--- config.mk ---
export PLATFORM = sky130hd
export DESIGN_NAME = proc_core
export DESIGN_NICKNAME = d
export VERILOG_FILES = /design/src/rtl/proc_pkg.sv /design/src/rtl/core_alu.sv /design/src/rtl/proc_core.sv
export SDC_FILE = /design/constraint.sdc
export NUM_CORES = 1
export LEC_CHECK = 0
export CORE_MARGIN = 10
export CORE_UTILIZATION = 35
export DETAILED_ROUTE_END_ITERATION = 10
export SLEW_MARGIN = 20
export SYNTH_ARGS = -nofsm -noshare
export SYNTH_HDL_FRONTEND = slang
export SYNTH_SLANG_ARGS = --single-unit
export TNS_END_PERCENT = 30
--- constraint.sdc ---
create_clock -name clk -period 20 [get_ports clk]
set_input_delay 5 -clock clk [delete_from_list [all_inputs] [get_ports clk]]
set_output_delay 5 -clock clk [all_outputs]
set_load 0.005 [all_outputs]
--- src/rtl/proc_pkg.sv ---
// rtl/proc_pkg.sv - shared opcodes, FSM states and instruction field positions
package proc_pkg;

  typedef enum logic [2:0] {
    FETCH  = 3'd0,
    DECODE = 3'd1,
    EXEC   = 3'd2,
    WB     = 3'd3,
    HALTED = 3'd4
  } state_t;

  localparam logic [3:0] OP_ADD  = 4'h0;
  localparam logic [3:0] OP_SUB  = 4'h1;
  localparam logic [3:0] OP_AND  = 4'h2;
  localparam logic [3:0] OP_OR   = 4'h3;
  localparam logic [3:0] OP_XOR  = 4'h4;
  localparam logic [3:0] OP_SLL  = 4'h5;
  localparam logic [3:0] OP_SRL  = 4'h6;
  localparam logic [3:0] OP_SLT  = 4'h7;
  localparam logic [3:0] OP_ADDI = 4'h8;
  localparam logic [3:0] OP_BEQZ = 4'h9;
  localparam logic [3:0] OP_JMP  = 4'hA;
  localparam logic [3:0] OP_NOPB = 4'hB;
  localparam logic [3:0] OP_MULL = 4'hC;
  localparam logic [3:0] OP_MULH = 4'hD;
  localparam logic [3:0] OP_NOPE = 4'hE;
  localparam logic [3:0] OP_HALT = 4'hF;

  localparam int OP_MSB = 15;
  localparam int OP_LSB = 12;
  localparam int RC_MSB = 11;
  localparam int RC_LSB = 8;
  localparam int RA_MSB = 7;
  localparam int RA_LSB = 4;
  localparam int RB_MSB = 3;
  localparam int RB_LSB = 0;

  function automatic logic op_writes(input logic [3:0] op);
    return (op <= OP_ADDI) || (op == OP_MULL) || (op == OP_MULH);
  endfunction

endpackage

--- src/rtl/core_alu.sv ---
// rtl/core_alu.sv - combinational 16-bit ALU
module core_alu
  import proc_pkg::*;
(
  input  logic [3:0]  op,
  input  logic [15:0] a,
  input  logic [15:0] b,
  output logic [15:0] y,
  output logic        zero
);

  logic [31:0] prod;

  assign prod = 32'(a) * 32'(b);

  // ADDI arrives here as an add: the top substitutes zext(imm4) for b
  always_comb begin
    y = '0;
    case (op)
      OP_ADD, OP_ADDI: y = a + b;
      OP_SUB:          y = a - b;
      OP_AND:          y = a & b;
      OP_OR:           y = a | b;
      OP_XOR:          y = a ^ b;
      OP_SLL:          y = a << b[3:0];
      OP_SRL:          y = a >> b[3:0];
      OP_SLT:          y = {15'b0, a < b};
      OP_MULL:         y = prod[15:0];
      OP_MULH:         y = prod[31:16];
      default:         y = '0;
    endcase
  end

  assign zero = (y == 16'h0000);

endmodule

--- src/rtl/proc_core.sv ---
// rtl/proc_core.sv - multi-cycle 16-bit core: FSM, 16x16 register file, ALU
module proc_core
  import proc_pkg::*;
(
  input  logic        clk,
  input  logic        reset,
  input  logic [15:0] instr_i,
  output logic [11:0] pc_o,
  output logic        wb_en_o,
  output logic [3:0]  wb_reg_o,
  output logic [15:0] wb_data_o,
  output logic        zero_o,
  output logic        halted_o
);

  state_t      state;
  logic [15:0] ir;
  logic [15:0] a_q;
  logic [15:0] b_q;
  logic [15:0] y_q;
  logic [15:0] regs [16];

  logic [3:0]  op;
  logic [3:0]  rc;
  logic [15:0] alu_b;
  logic [15:0] alu_y;
  logic        alu_zero;

  assign op    = ir[OP_MSB:OP_LSB];
  assign rc    = ir[RC_MSB:RC_LSB];
  assign alu_b = (op == OP_ADDI) ? {12'b0, ir[RB_MSB:RB_LSB]} : b_q;

  core_alu u_alu (
    .op   (op),
    .a    (a_q),
    .b    (alu_b),
    .y    (alu_y),
    .zero (alu_zero)
  );

  always_ff @(posedge clk or negedge reset) begin
    if (!reset) begin
      state     <= FETCH;
      pc_o      <= '0;
      ir        <= '0;
      a_q       <= '0;
      b_q       <= '0;
      y_q       <= '0;
      wb_en_o   <= 1'b0;
      wb_reg_o  <= '0;
      wb_data_o <= '0;
      zero_o    <= 1'b0;
      halted_o  <= 1'b0;
      for (int i = 0; i < 16; i++) regs[i] <= '0;
    end else begin
      // trace outputs are single-cycle: only the EXEC->WB edge raises them
      wb_en_o   <= 1'b0;
      wb_reg_o  <= '0;
      wb_data_o <= '0;
      case (state)
        FETCH: state <= DECODE;
        DECODE: begin
          ir    <= instr_i;
          a_q   <= regs[instr_i[RA_MSB:RA_LSB]];
          b_q   <= regs[instr_i[RB_MSB:RB_LSB]];
          state <= EXEC;
        end
        EXEC: begin
          y_q    <= alu_y;
          zero_o <= alu_zero;
          if (op_writes(op)) begin
            wb_en_o   <= 1'b1;
            wb_reg_o  <= rc;
            wb_data_o <= alu_y;
          end
          state <= WB;
        end
        WB: begin
          if (op_writes(op)) regs[rc] <= y_q;
          case (op)
            OP_BEQZ: pc_o <= (a_q == 16'h0000) ? b_q[11:0] : pc_o + 12'd1;
            OP_JMP:  pc_o <= ir[11:0];
            OP_HALT: pc_o <= pc_o;
            default: pc_o <= pc_o + 12'd1;
          endcase
          if (op == OP_HALT) begin
            state    <= HALTED;
            halted_o <= 1'b1;
          end else begin
            state <= FETCH;
          end
        end
        HALTED:  state <= HALTED;
        default: state <= FETCH;
      endcase
    end
  end

endmodule

-- Word level (Yosys, flattened, before mapping)
Cells that the tools add are included.
- register bits: 358
- bits of input ports: 18
- word-level logic and storage cells: 95
- equal/unequal tests: 17
- bitwise operators: 7
- shifts and indexed selects: 2
- add/sub/neg operators: 3
- reduce and logical (&&, ||, !) cells: 11
- muxes and demuxes: 21
- multiply operators: 1
- magnitude comparators: 6
- operators by type and width (cell ; number):
    256-bit bitwise mux ; 1
    16-bit case mux with 10 select lines ; 1
    16-bit binary-select mux with 4-bit select ; 2
    16-bit 2-to-1 mux ; 8
    16-bit demux with 4-bit select ; 1
    12-bit case mux with 3 select lines ; 1
    16-bit logical NOT ; 2
    16-bit by 16-bit multiplier with 32-bit output ; 1
    4-bit == test, second input constant ; 6
    16-bit adder ; 1
    16-bit bitwise AND ; 1
    4-bit by 3-bit == test with 1-bit output, second input constant ; 4
    16-bit less-than comparator ; 1
    16-bit bitwise OR ; 1
    16-bit by 4-bit left shift with 16-bit output ; 1
    16-bit by 4-bit >> shifter with 16-bit output ; 1
    16-bit subtractor ; 1
    16-bit XOR ; 1
    5-bit >= comparator, second input constant ; 3
    4-bit inverter with 5-bit output ; 3
    3-bit case mux with 5 select lines ; 1
    12-bit by 1-bit adder with 12-bit output, second input constant ; 1
    12-bit 2-to-1 mux ; 1
    4-bit by 2-bit == test with 1-bit output, second input constant ; 2
    16 further kinds ; 22

-- Depth between registers and ports, before layout
Gate-level depths: netlist of run 1.
- depth in word-level cells: 6
- gate-level depth with buffers: 31
- gate-level depth less buffers: 26

-- By module
Synthesis of run 1 repeated with hierarchy kept, for this count alone.
- cell total of the unflattened synthesis: 2790
- area, all modules: 30102.6 sq um
- by module, submodules not included (module ; cells an instance ; area an instance (sq um) ; times used ; seq. area each (sq um)):
    proc_core ; 1218 ; 17854.6 ; 1 ; 8958.6
    core_alu ; 1572 ; 12248.0 ; 1 ; 0.0

-- Least setup slack after synthesis of run 1
OpenSTA, ideal clock, no wires.
- path type: flip-flop to flip-flop
- start point: reg ir[12]
- end point: reg zero_o
- library setup time: 0.066 ns
- setup slack: 12.374 ns
- buffers on the path: 4
- arrival time: 7.560 ns
- cell stages (with the launch flop): 28
- cells stage by stage: dfrtp_1 -> buf_6 -> or4b_4 -> buf_6 -> mux2_2 -> clkbuf_1 -> buf_1 -> nand2_1 -> fa_1 -> fa_1 -> fa_1 -> inv_1 -> fa_1 -> fa_1 -> inv_1 -> fa_1 -> inv_1 -> ha_1 -> a21oi_1 -> o21ai_0 -> a21oi_1 -> a31oi_1 -> a211oi_1 -> xor2_1 -> nor2_1 -> or4_1 -> nor4_1 -> a22o_1
- word-level cells in the longest chain between the ends: 5
- elaborated cells between the ends (all ways): 24
- those cells by class: 2 x add/sub; 1 x mul; 1 x order compare; 10 x eq/ne; 2 x shift; 2 x mux; 3 x bitwise; 3 x reduce/logical
- ends and longest elaborated chain (element ; RTL line ; text):
    start, declared ; proc_core.sv:17 ; logic [15:0] ir;
    start signal, assigned ; proc_core.sv:63 ; ir <= instr_i;
    4-bit == test ; core_alu.sv:19, proc_core.sv:31 ;
    16-bit 2-to-1 mux ; proc_core.sv:31 ; assign alu_b = (op == OP_ADDI) ? {12'b0, ir[RB_MSB:RB_LSB]} : b_q;
    16-bit by 16-bit multiplier with 32-bit output, or another cell as far along ; core_alu.sv:14 ; assign prod = 32'(a) * 32'(b);
    16-bit case mux with 10 select lines * ; core_alu.sv:19 ; case (op)
    16-bit logical NOT * ; core_alu.sv:34 ; assign zero = (y == 16'h0000);
    end signal, assigned ; proc_core.sv:70 ; zero_o <= alu_zero;
    end, declared ; proc_core.sv:12 ; output logic zero_o,
Mark *: on every way between the ends. The rest lies on a longest branch, timed or not.
A chain may end at the register's enable or synchronous reset.

-- Worst setup path in the final report of run 1
- start point: reg ir[15]
- end point: reg zero_o
The elaborated chain is that of the path after synthesis.

==> impl_metrics.json, run 1 <==
{
  "status": "finished, final reports clean",
  "arrival_ns": 9.58,
  "track_usage_pct": 20.1,
  "area_delta_synth_final_pct": 9.85,
  "use_met1_pct": 26.8,
  "placed_area_mm2": 0.0314,
  "setup_tns_ns": 0,
  "crit_path_max_fanout": 20,
  "yosysTopAreaCellShare_pct": 30.2,
  "antenna_found_initial": 5,
  "grt-ovfl-total": 0,
  "wl_um": 99700,
  "clk_path_buf_depth": 3,
  "ir_drop_mv": 0.0701,
  "cts-root-buf": "clkbuf_16",
  "postCtsHoldBufs": 0,
  "hold_violations": 0,
  "grt_util_met2_pct": 32.3,
  "synth_ff_type": "dfrtp_1",
  "dieArea_mm2": 0.0968,
  "max_cap_violations": 0,
  "die_w_um": 311,
  "io_pins": 53,
  "register_area_mm2": 0.00896,
  "finalCritPeriodShare_pct": 45.5,
  "n_fill_cell": 8250,
  "clk_pin_slew_worst_paths_ns": 0.06,
  "via_per_inst": 5.81,
  "drtIter0Drc": 2396,
  "clk_latency_ns": 0.53,
  "drive_gt1_share_pct": 22.3,
  "ys_warn_count": 0,
  "globalplace.congestion": 1.02,
  "post_cts_resized": 0,
  "grt_pass1_vias": 22500,
  "async_flop_share_pct": 100,
  "synth_area_leader_cell": "dfrtp_1",
  "finalSetupViolCount": 0,
  "synthSimpleGateAreaFrac_pct": 9.70,
  "dr.pass1.iters": 8,
  "multi_input_area_mm2": 0.0190,
  "drtAntennaViolNets": 0,
  "grt_pass1_wl_um": 150000,
  "post-cts-setup-buffers": 0,
  "yosysSeqAreaShare_pct": 30.2,
  "place_inst": 3791,
  "slew_violations": 0,
  "crit_path_start_kind": "flip-flop",
  "die_y_um": 311,
  "vias": 22400,
  "fin_nets": 3064,
  "route.detailed.drc": 0,
  "syn_inst": 2731,
  "grt_setup_unrepaired": "no",
  "cts_tree": "built",
  "ys_seq_elements": 358,
  "final_cells": 3853,
  "post-route-min-period_ns": 9.11,
  "synthXorXnorAreaFrac_pct": 0.885,
  "wl_per_cell_um": 25.9,
  "synth_top_family_by_area": "multiplexers",
  "hpwl_um": 71000,
  "synth_area_leaders": "dfrtp_1 (30%), fa_1 (13%), mux4_2 (12%)",
  "clock-sinks": 358,
  "grt.busiest_layer": "met2",
  "ys_types": 75,
  "worstSetupPathType": "reg -> reg",
  "antennaDiodeCount": 0,
  "finalClockSkew_ns": 0.0124,
  "design_area_mm2": 0.0326,
  "synth_nets": 3099,
  "power_density_mw_per_mm2": 87.5,
  "grt_max_degree": 103,
  "final_core_util_pct": 38.9,
  "synth_fa_ha_area_share_pct": 19.7,
  "start_util_pct": 35.4,
  "cp-end-kind": "flip-flop",
  "worst_pin_slew_ns": 1.26,
  "htree_levels": 2,
  "fmax_ghz": 0.110,
  "synth_compound_area_share_pct": 8.54,
  "synth_edf_count": 0,
  "io_buffers": 52,
  "hp-class": "reg -> reg",
  "cts_buffers": 37,
  "worstPathRequired_ns": 20.47,
  "design.core.area_mm2": 0.0838,
  "synthMuxAreaShare_pct": 24.8,
  "relSlewSlack_pct": 16.0,
  "synth_area_mm2": 0.0297,
  "syn_avg_cell_area_um2": 10.9,
  "static-leakage-power_nw": 14.7,
  "grt_use_met3_pct": 3.66,
  "rows": 106
}
layer usage:
metal | vias up | wire length [um]
li1 | 9531 | -
met1 | 11700 | 41900
met2 | 894 | 46300
met3 | 239 | 7260
met4 | 6 | 4110
met5 | - | 75
synth_stat cells (all sizes together) (23+ instances only):
library cell,count
and2,23
a211oi,30
buf,39
xnor2,24
o21ai,83
inv,287
mux2i,36
dfrtp,358
a21o,27
fa,196
nand3,23
mux4,162
a21oi,88
nor2,216
nand2,233
ha,154
clkbuf,145
nor3,35
mux2,296
worst max-delay path, stage by stage (launching register included):
cell and delay [ns]:
dfrtp_1 0.60, or4b_4 0.50, and2_0 0.85, ha_1 0.39, inv_1 0.13, fa_1 0.54
inv_1 0.05, fa_1 0.49, inv_1 0.05, fa_1 0.54, inv_1 0.05, fa_1 0.46
fa_1 0.49, inv_1 0.05, fa_1 0.48, inv_1 0.05, ha_1 0.37, nand2_1 0.13
nor2_1 0.28, o2111ai_1 0.40, a31oi_1 0.53, a211oi_1 0.21, xor2_1 0.19, nor2_1 0.05
or4_1 0.45, nor4_1 0.49, a22o_1 0.19
path summary, 6_finish.rpt:
path                       startpoint        to  slack (ns)  cells past startpoint
hold reg to reg              halted_o  halted_o        0.47                      1
hold / removal               halted_o  halted_o        0.47                      1
setup reg to reg               ir[15]    zero_o       10.89                     26
min in group asynchronous       reset  regs[40]        4.54                      1
max in group asynchronous       reset  regs[38]       13.29                      3
setup / recovery               ir[15]    zero_o       10.89                     26
per-stage QoR:
stage               total power, mW  hold slack, ns  worst slack (ns)
global placement               2.15           0.454             11.25
finish                         2.85           0.474             10.89
CTS                            2.84           0.476             11.06
floorplan                      1.71           0.453             12.37
global route                   2.99           0.502             10.55
detailed placement             2.16           0.461             11.10
area by class of cell:
type	instances	share of cell area [%]
Clock inverter	6	0.257
Inverter	297	3.42
Sequential cell	358	27.5
Tap cell	1134	4.35
Clock buffer	56	3.27
Timing Repair Buffer	110	2.91
Multi-Input combinational cell	1892	58.3
registers in the layout, indices dropped and copies added (netlist names):
signal and count:
a_q 16, b_q 16, halted_o 1, ir 16, pc_o 12, regs 256
state 3, wb_data_o 16, wb_en_o 1, wb_reg_o 4, y_q 16, zero_o 1
power breakdown:
part | internal, mW | switching (mW) | total (mW)
clock network | 0.393 | 0.281 | 0.674
logic | 0.451 | 0.706 | 1.16
registers | 0.846 | 0.177 | 1.02
total | 1.69 | 1.16 | 2.85
cells by family after synthesis:
family / after synthesis
AOI/OAI and AO/OA: 381
and+or+nand+nor: 637
xor gates and xnor gates: 30
DFF: 358
muxes: 494
adders and majority gates: 350
buffers and inverters: 481
cell usage in the layout (no fill, tap or decap), types with 14 or more instances in the layout:
cell             instances
a211oi_1                30
a21o_1                  27
a21oi_1                 88
a221oi_1                17
a31oi_1                 14
and2_1                  21
buf_4                   61
clkbuf_16               37
clkdlybuf4s50_1         47
dfrtp_1                358
fa_1                   196
ha_1                   154
inv_1                  284
mux2_2                 294
mux2i_1                 36
mux4_2                 162
nand2_1                233
nand3_1                 22
nand4_1                 15
nor2_1                 207
nor3_1                  30
o211ai_1                21
o21ai_0                 82
xnor2_1                 24
Power figures use the tool's default switching activity.
==> run 2: changes to the inputs <==
==> constraint.sdc (replaced) <==
create_clock -name clk -period 8.7 [get_ports clk]
set_input_delay 2.175 -clock clk [delete_from_list [all_inputs] [get_ports clk]]
set_output_delay 2.175 -clock clk [all_outputs]
set_load 0.005 [all_outputs]
==> run 2 against run 1 <==
Effect of this change: routed wire length grew 2.0%; fmax up 10%; utilization is 0.30 points higher; critical path depth decreased by 1; combinational power grew 130%; sequential power rose by 130%; largest power group unchanged; critical path type unchanged; hold slack worse by 0.0019 ns; highest routed layer is now met4; largest cell class unchanged; flip-flop and latch count is the same; non-clock buffer count increased by 32.
==> impl_metrics.json, run 2 (same netlist as run 1, synthesis figures left out) <==
{
  "htree_levels": 2,
  "arrival_ns": 8.73,
  "layout_common_cells": "dfrtp_1 (358), mux2_2 (294), inv_1 (281), nand2_1 (233), nor2_1 (207)",
  "worst_pin_slew_ns": 1.07,
  "cts-root-buf": "clkbuf_16",
  "max_cap_violations": 0,
  "hpwl_um": 72400,
  "cpPeakStageDelay_ns": 0.57,
  "grt_max_degree": 165,
  "io_pins": 53,
  "area_delta_synth_final_pct": 10.7,
  "finalSetupViolCount": 0,
  "clock-sinks": 358,
  "drtAntennaViolNets": 0,
  "crit_top_cell": "fa_1",
  "clk_pin_slew_worst_paths_ns": 0.06,
  "grt_pass1_wl_um": 153000,
  "start_util_pct": 35.4,
  "io_buffers": 52,
  "grt_use_met3_pct": 2.41,
  "hp-class": "reg -> reg",
  "crit_buf_inv": 6,
  "use_met1_pct": 28.2,
  "hold_depth": 1,
  "clk_path_buf_depth": 3,
  "worstSetupPathType": "reg -> reg",
  "p_clk_share_pct": 23.5,
  "switching_share_pct": 41.2,
  "rows": 106,
  "clk_latency_ns": 0.54,
  "drive_gt1_share_pct": 23.5,
  "p_int_mw": 3.90,
  "static-leakage-power_nw": 14.8,
  "p_seq_share_pct": 35.5,
  "grt.busiest_layer": "met2",
  "power_switching_mw": 2.73,
  "die_y_um": 311,
  "crit_slowest_cell": "mux2i_1",
  "regMostFlops": "regs",
  "cts_buffers": 36,
  "fin_nets": 3095,
  "setup_tns_ns": 0,
  "cp-end-kind": "flip-flop",
  "r2r-end": "zero_o",
  "grt_pass1_vias": 23000,
  "finalClockSkew_ns": 0.0169,
  "cts_tree": "built",
  "dieArea_mm2": 0.0968,
  "die_w_um": 311,
  "power_density_mw_per_mm2": 202,
  "ir_drop_mv": 0.183,
  "post_cts_resized": 0,
  "globalplace.congestion": 1.04,
  "post-route-min-period_ns": 8.26,
  "antenna_found_initial": 4,
  "finalCritPeriodShare_pct": 94.9,
  "wl_per_cell_um": 26.2,
  "crit_path_max_fanout": 27,
  "grt_util_met2_pct": 32.7,
  "hold_violations": 0,
  "largest_reg_flops": 256,
  "vias": 22500,
  "critPathTopFamily": "adder cells",
  "via_per_inst": 5.80,
  "relSlewSlack_pct": 28.5,
  "track_usage_pct": 20.6,
  "whs_endpoint": "halted_o",
  "status": "finished, final reports clean",
  "ff2ff_setup_slack_ns": 0.44,
  "grt_setup_unrepaired": "no",
  "route.detailed.drc": 0,
  "grt-ovfl-total": 0,
  "final_core_util_pct": 39.2,
  "slew_violations": 0,
  "drtIter0Drc": 2206,
  "worstPathRequired_ns": 9.17,
  "postCtsHoldBufs": 0,
  "crit_path_start_kind": "flip-flop",
  "hp-start": "halted_o",
  "design.core.area_mm2": 0.0838,
  "p_total_mw": 6.62,
  "r2r_cells": 25,
  "fmax_ghz": 0.121,
  "combPwrFrac_pct": 41.1,
  "dr.pass1.iters": 5,
  "layout_commonest_cell": "dfrtp_1",
  "r2r-start": "ir[12]",
  "wl_um": 102000,
  "post-cts-setup-buffers": 0
}
==> run 2: cell count changes in the layout (fill, tap and decap cells not counted), sizes merged <==
cell	delta
buf	+34
clkbuf	-6
clkdlybuf4s50	-2
clkinv	+1
clkinvlp	+4
diode	+1
inv	-1
==> run 2: power by group through the flow <==
stage          clock [mW]  sequential [mW]  combinational [mW]
2_1_floorplan           0             2.14                1.79
3_3_place_gp            0             2.35                2.65
3_5_place_dp            0             2.36                2.65
4_1_cts              1.59             2.33                2.66
5_1_grt              1.65             2.39                2.87
6_report             1.55             2.35                2.72
==> run 2: how the worst max path moves through the flow <==
stage | from | end | slack (ns) | cells after the start
after floorplan | ir[12] | zero_o | 1.07 | 27
after global placement | ir[13] | zero_o | 0.49 | 27
after detailed placement | ir[13] | zero_o | 0.53 | 25
after CTS | ir[15] | zero_o | 0.49 | 26
after global routing | ir[12] | zero_o | 0.03 | 25
final | ir[12] | zero_o | 0.44 | 25
==> run 2: per-layer routing <==
layer	up-vias	wire (um)
met5	-	0
met4	0	4850
met3	238	7280
met2	976	46900
met1	11700	42600
li1	9595	-
==> run 2: area by class of cell <==
| cell class | instances | area [um^2] |
|---|---|---|
| fill | 8277 | 51000 |
| multi-input combinational | 1892 | 19000 |
| sequential | 358 | 8960 |
| tap | 1134 | 1420 |
| timing repair buffer | 142 | 1190 |
| inverter | 297 | 1130 |
| clock buffer | 50 | 1030 |
| clock inverter | 10 | 114 |
| antenna | 1 | 2.50 |
==> run 2: stage by stage <==
step / cell area (um^2) / std cells / hold slack [ns] / setup slack [ns]
CTS: 32800 / 3883 / 0.480 / 0.488
detailed placement: 31700 / 3823 / 0.466 / 0.533
finish: 32900 / 3884 / 0.472 / 0.440
floorplan: 29700 / 2731 / 0.453 / 1.07
global placement: 31700 / 3823 / 0.460 / 0.493
global route: 32800 / 3883 / 0.523 / 0.0267
